==> src/rtl/snake_step_scheduler.sv <==
// Snake step scheduler: divides CLK into move ticks, issues one step request
// per tick over a REQ/ACK handshake, and filters player direction input so
// the snake can never reverse onto itself. The tick period shrinks as the
// score rises, down to a floor.
module snake_step_scheduler #(
    parameter int unsigned BASE_PERIOD = 5000000,
    parameter int unsigned PERIOD_DEC  = 400000,
    parameter int unsigned MIN_PERIOD  = 1000000,
    parameter int unsigned CNT_W       = 23
) (
    input  logic        CLK,
    input  logic        RESET,
    input  logic [1:0]  MASTER_STATE,
    input  logic [3:0]  SCORE_COUNT,
    input  logic        BTN_UP,
    input  logic        BTN_RIGHT,
    input  logic        BTN_DOWN,
    input  logic        BTN_LEFT,
    input  logic        STEP_ACK,
    output logic        STEP_REQ,
    output logic [1:0]  STEP_DIR,
    output logic [1:0]  DIRECTION,
    output logic [15:0] STEP_COUNT
);

    typedef enum logic [1:0] {
        S_IDLE,
        S_COUNT,
        S_REQ,
        S_HOLD
    } state_t;

    localparam logic [1:0] DIR_UP    = 2'd0;
    localparam logic [1:0] DIR_RIGHT = 2'd1;
    localparam logic [1:0] DIR_DOWN  = 2'd2;
    localparam logic [1:0] DIR_LEFT  = 2'd3;

    // Headroom between base period and floor; decrement beyond this saturates.
    localparam int unsigned PERIOD_SPAN = BASE_PERIOD - MIN_PERIOD;

    state_t            state_q, state_d;
    logic [CNT_W-1:0]  counter_q, counter_d;
    logic [CNT_W-1:0]  period_m1_q, period_m1_d;
    logic [1:0]        pending_q, pending_d;
    logic              step_req_q, step_req_d;
    logic [1:0]        step_dir_q, step_dir_d;
    logic [1:0]        direction_q, direction_d;
    logic [15:0]       step_count_q, step_count_d;

    logic              mode_play;
    logic              mode_win;
    logic              mode_idle;
    logic              btn_any;
    logic [1:0]        btn_dir;
    logic              capture_ok;
    logic              handshake;
    logic [31:0]       score_sat;
    logic [31:0]       dec_total;
    logic [31:0]       period_full;
    logic [CNT_W-1:0]  period_m1_next;

    // Master state decode; the unused encoding 3 behaves as IDLE.
    always_comb begin
        mode_play = (MASTER_STATE == 2'd1);
        mode_win  = (MASTER_STATE == 2'd2);
        mode_idle = (MASTER_STATE == 2'd0) || (MASTER_STATE == 2'd3);
    end

    // Button priority encoder (UP > RIGHT > DOWN > LEFT) and reversal filter.
    always_comb begin
        btn_any = BTN_UP | BTN_RIGHT | BTN_DOWN | BTN_LEFT;
        btn_dir = DIR_UP;
        if (BTN_UP) begin
            btn_dir = DIR_UP;
        end else if (BTN_RIGHT) begin
            btn_dir = DIR_RIGHT;
        end else if (BTN_DOWN) begin
            btn_dir = DIR_DOWN;
        end else if (BTN_LEFT) begin
            btn_dir = DIR_LEFT;
        end
        // Checked against the committed direction, not the pending one, so a
        // quick two-press sequence inside one period cannot reverse the snake.
        capture_ok = btn_any && (btn_dir != (direction_q ^ 2'd2));
    end

    // Score-dependent period, clamped at the floor without unsigned underflow.
    always_comb begin
        score_sat      = (SCORE_COUNT > 4'd10) ? 32'd10 : 32'(SCORE_COUNT);
        dec_total      = score_sat * PERIOD_DEC;
        period_full    = (dec_total >= PERIOD_SPAN) ? MIN_PERIOD : (BASE_PERIOD - dec_total);
        period_m1_next = CNT_W'(period_full - 32'd1);
    end

    assign handshake = step_req_q && STEP_ACK;

    // Next-state logic: FSM, tick counter, handshake and direction commit.
    always_comb begin
        state_d      = state_q;
        counter_d    = counter_q;
        period_m1_d  = period_m1_q;
        pending_d    = pending_q;
        step_req_d   = 1'b0;
        step_dir_d   = step_dir_q;
        direction_d  = direction_q;
        step_count_d = step_count_q;

        if ((state_q != S_IDLE) && capture_ok) begin
            pending_d = btn_dir;
        end

        unique case (state_q)
            S_IDLE: begin
                counter_d    = '0;
                direction_d  = DIR_RIGHT;
                pending_d    = DIR_RIGHT;
                step_count_d = '0;
                if (mode_play) begin
                    state_d     = S_COUNT;
                    period_m1_d = period_m1_next;
                end
            end
            S_COUNT: begin
                if (mode_idle) begin
                    state_d = S_IDLE;
                end else if (mode_win) begin
                    state_d = S_HOLD;
                end else if (counter_q == period_m1_q) begin
                    state_d    = S_REQ;
                    counter_d  = '0;
                    step_req_d = 1'b1;
                    step_dir_d = pending_q;
                end else begin
                    counter_d = counter_q + 1'b1;
                end
            end
            S_REQ: begin
                // Counter is parked while waiting, so a slow ACK stretches the period.
                step_req_d = 1'b1;
                // A completed handshake commits even if the master state is leaving PLAY.
                if (handshake) begin
                    direction_d  = step_dir_q;
                    step_count_d = step_count_q + 16'd1;
                end
                if (mode_idle) begin
                    state_d    = S_IDLE;
                    step_req_d = 1'b0;
                end else if (mode_win) begin
                    state_d    = S_HOLD;
                    step_req_d = 1'b0;
                end else if (handshake) begin
                    state_d     = S_COUNT;
                    step_req_d  = 1'b0;
                    counter_d   = '0;
                    period_m1_d = period_m1_next;
                end
            end
            S_HOLD: begin
                if (mode_idle) begin
                    state_d = S_IDLE;
                end
            end
            default: begin
                state_d = S_IDLE;
            end
        endcase
    end

    // State registers; reset drops any in-flight request without committing.
    always_ff @(posedge CLK or posedge RESET) begin
        if (RESET) begin
            state_q      <= S_IDLE;
            counter_q    <= '0;
            period_m1_q  <= '0;
            pending_q    <= DIR_RIGHT;
            step_req_q   <= 1'b0;
            step_dir_q   <= DIR_RIGHT;
            direction_q  <= DIR_RIGHT;
            step_count_q <= '0;
        end else begin
            state_q      <= state_d;
            counter_q    <= counter_d;
            period_m1_q  <= period_m1_d;
            pending_q    <= pending_d;
            step_req_q   <= step_req_d;
            step_dir_q   <= step_dir_d;
            direction_q  <= direction_d;
            step_count_q <= step_count_d;
        end
    end

    assign STEP_REQ   = step_req_q;
    assign STEP_DIR   = step_dir_q;
    assign DIRECTION  = direction_q;
    assign STEP_COUNT = step_count_q;

endmodule

==> config.mk <==
export PLATFORM = sky130hd
export DESIGN_NAME = snake_step_scheduler
export DESIGN_NICKNAME = d
export VERILOG_FILES = /design/src/rtl/snake_step_scheduler.sv
export SDC_FILE = /design/constraint.sdc
export NUM_CORES = 1
export LEC_CHECK = 0
export BUFFER_PORTS_ARGS = -buffer_cell sky130_fd_sc_hd__buf_4
export CAP_MARGIN = 30
export CORE_AREA = 8 8 83 115
export CTS_CLUSTER_SIZE = 16
export DETAILED_ROUTE_END_ITERATION = 8
export DIE_AREA = 0 0 91 123
export GPL_ROUTABILITY_DRIVEN = 0
export PLACE_DENSITY_LB_ADDON = 0.25
export SLEW_MARGIN = 15
export SYNTH_ARGS = -nofsm -noshare
export SYNTH_HDL_FRONTEND = slang
export SYNTH_SLANG_ARGS = --single-unit
==> constraint.sdc <==
create_clock -name CLK -period 4.1 [get_ports CLK]
set_input_delay 0.205 -clock CLK [delete_from_list [all_inputs] [get_ports CLK]]
set_output_delay 0.205 -clock CLK [all_outputs]
set_load 0.02 [all_outputs]
==> summary.txt <==
Synth
  – Async SR Flop Fraction: 100%
  – Seq cells post-synth: 65
  – Synth top area share: 37.0%
  – Post-synth top area cell: dfrtp_1
  – Synthesized area: 0.00420 mm²
  – Post-Syn Instances: 464
  – Yosys cell types: 59
  – Register area share after synthesis: 38.8%
  – Synth warnings: 0
  – Synth top area cells: dfrtp_1 (37%), xor2_1 (9.0%), ha_1 (7.7%)
  – Avg Cell Area, Syn: 9.05 µm²
  – Top FF cell, synth: dfrtp_1
  – Post-synth EDFFs: 0
  – Syn_nets: 503

Global route
  – Antenna violations before repair: 0
  – GRT Total Usage: 17.4%
  – GRT overflow: 0
  – Vias in the first global route: 3405
  – First-pass GRT wire length: 15.6 mm
  – Largest net degree at the start of global routing: 40

Layout
  – Syn-to-layout area delta: 14.4%
  – Core Util, Final: 60.7%
  – Area of the multi-input gates: 0.00246 mm²
  – # fillers: 702
  – Fraction of layout cells with a size suffix above 1: 13.9%
  – Most frequent cells in the layout: dfrtp_1 (62), nor2_1 (62), nand2_1 (47)
  – Cell area after layout: 0.00480 mm²
  – FF/Latch Area: 0.00163 mm²
  – Diodes inserted: 0
  – Final #Nets: 538

STA
  – Min Tclk post-route: 3.21 ns
  – Setup TNS: 0 ns
  – Slew Limit Fails: 0
  – Hold Violations, Final: 0
  – Endpoints failing setup: 0
  – Fin Clk Skew: 0.00334 ns
  – Upper clock frequency limit: 312 MHz
  – Slew margin rel.: 46.6%
  – Fin crit share: 78.3%
  – Worst slew pin tran: 0.800 ns
  – Unrepaired setup endpoints after global routing: false
  – Hold_ws: 0.0370 ns

Status
  – Outcome: complete, no violations

Route
  – Drt initial violations: 103
  – Drt via density: 5.67
  – Wire length on met2: 4.97 mm
  – Met3 wire len: 349 µm
  – Residual DRC: 0
  – Top Metal Used: met4
  – WL/cell: 15.2 µm
  – Antenna-violating nets left: 0
  – Vias: 3428
  – Final WL: 9.22 mm
  – Drt pass-1 iters: 4
  – DRT met1 WL: 3.52 mm

Worst setup path
  – Crit path cell chain: buf_4 > a21oi_1 > inv_1 > ha_1 > xor2_1 > ha_1 > a21o_1 > ha_1 > a211oi_1 > nand2b_1 > o211ai_1 > a311oi_1 > mux2i_1 > xnor2_1 > o21ai_1
  – CP endpoint kind: flop
  – Slowest cell on the critical path: ha_1
  – Setup CP Type: in2reg
  – Delay of the slowest critical-path stage: 0.38 ns
  – Crit start category: input pin
  – Critical Path AT: 3.40 ns
  – Cell mode on critical path: ha_1
  – CP Max Fanout: 10
  – Req. time, crit path: 4.29 ns

Place
  – DP Area: 0.00454 mm²
  – I/O Buffers: 33
  – Final HPWL DP: 7.15 mm

Die
  – Die span in y: 123 µm
  – Die area: 0.0112 mm²
  – Initial Util: 53.1%
  – Die width: 91 µm
  – Core area: 0.00791 mm²
  – Row count: 39
  – I/O Pins: 34

Pwr
  – Pwr dens: 517 mW/mm²
  – Worst VDD drop: 0.278 mV
  – Leakage: 2.22 nW

Clocking
  – CTS tree: yes
  – Clock sink total: 65
  – CTS clk-pin slew, worst paths: 0.05 ns
  – CTS H-tree depth: 3
  – # hold bufs at CTS: 0
  – CTS max path bufs: 2
  – Total CTS buffers: 9
  – Cts repair resizes: 0
  – # Post-CTS Setup Buffers: 0
  – Clk_lat worst skew: 0.33 ns
  – Clock root cell: clkbuf_16

Worst hold path
  – HP Class: in2async

Run
  – Maxcap violations: 0
critical path: cells and delay by family:
| kind | cells | cell delay [ns] |
|---|---|---|
| fa+ha+maj | 3 | 0.80 |
| xor+xnor | 2 | 0.31 |
| simple gates | 1 | 0.19 |
| buf+inv | 2 | 0.28 |
| mux | 1 | 0.27 |
| compound gates | 6 | 1.35 |
through the flow:
step                cells  worst slack [ns]  total power [mW]
floorplan             464              1.03              1.60
global placement      589             0.689              1.79
detailed placement    590             0.569              1.82
CTS                   605             0.921              2.51
global route          605             0.566              2.66
finish                605             0.891              2.48
path summary, 6_finish.rpt:
kind | to | startpoint | slack (ns) | depth (start not counted)
max in group asynchronous | pending_q[0] | RESET | 3.16 | 3
hold reg to reg | DIRECTION[0] | STEP_DIR[0] | 0.47 | 2
setup / recovery | period_m1_q[21] | SCORE_COUNT[3] | 0.89 | 15
hold / removal | STEP_COUNT[15] | RESET | 0.04 | 2
min in group CLK | pending_q[1] | BTN_UP | 0.18 | 4
setup reg to reg | counter_q[22] | state_q[0] | 1.58 | 8
flip-flops by register name, summed over array words and instances, names as in the netlist:
| signal | count |
|---|---|
| counter_q | 23 |
| DIRECTION | 2 |
| state_q | 2 |
| STEP_DIR | 2 |
| STEP_COUNT | 16 |
| pending_q | 2 |
| STEP_REQ | 1 |
| period_m1_q | 17 |
cell type report:
class / instances / share of cell area (%)
Multi-Input combinational cell: 373 / 51.2
Sequential cell: 65 / 34.0
Timing Repair Buffer: 36 / 5.63
Clock buffer: 11 / 5.06
Tap cell: 102 / 2.66
Inverter: 14 / 1.09
Clock inverter: 4 / 0.417
Yosys cell counts, types with 2 or more instances:
cell type / count
o31ai_1: 2
dfstp_2: 3
ha_1: 26
or2_2: 3
and2_1: 4
o21bai_1: 2
mux2i_1: 3
a21oi_1: 15
inv_1: 14
nor4_1: 3
o32a_1: 2
mux2_2: 4
o22a_1: 5
o211ai_1: 2
nand4_1: 9
xor2_1: 43
xnor2_1: 23
nand2_1: 47
or3_1: 5
nand2b_1: 5
clkbuf_1: 7
o21ai_0: 26
o22ai_1: 3
and4_1: 2
and3_1: 8
a21o_1: 3
a21boi_0: 2
nor2_1: 62
dfrtp_1: 62
a21oi_2: 2
nor3_1: 7
buf_2: 4
nor2b_1: 8
a31oi_1: 2
nand3_1: 22
power by group:
| group | internal (mW) | switching, mW |
|---|---|---|
| logic | 0.372 | 0.596 |
| registers | 0.756 | 0.0811 |
| clock network | 0.417 | 0.259 |
| total | 1.54 | 0.937 |
cell families (layout without fill, tap and decap cells):
family	Yosys count	in the layout	synth area share, %
AND/OR/NAND/NOR	192	192	22.1
flip-flops	65	65	38.8
buffers and inverters	26	65	2.62
adder cells (fa/ha/maj)	26	26	7.75
XOR/XNOR	66	66	13.8
multiplexers	7	7	1.79
AO/OA/AOI/OAI	82	82	13.1
layer usage:
metal  track usage (%)  vias up
met5                 0        -
met1              16.7     1649
met2              32.1       68
met3              4.13       28
li1                  -     1683
met4              12.8        0
Power figures use the tool's default switching activity.
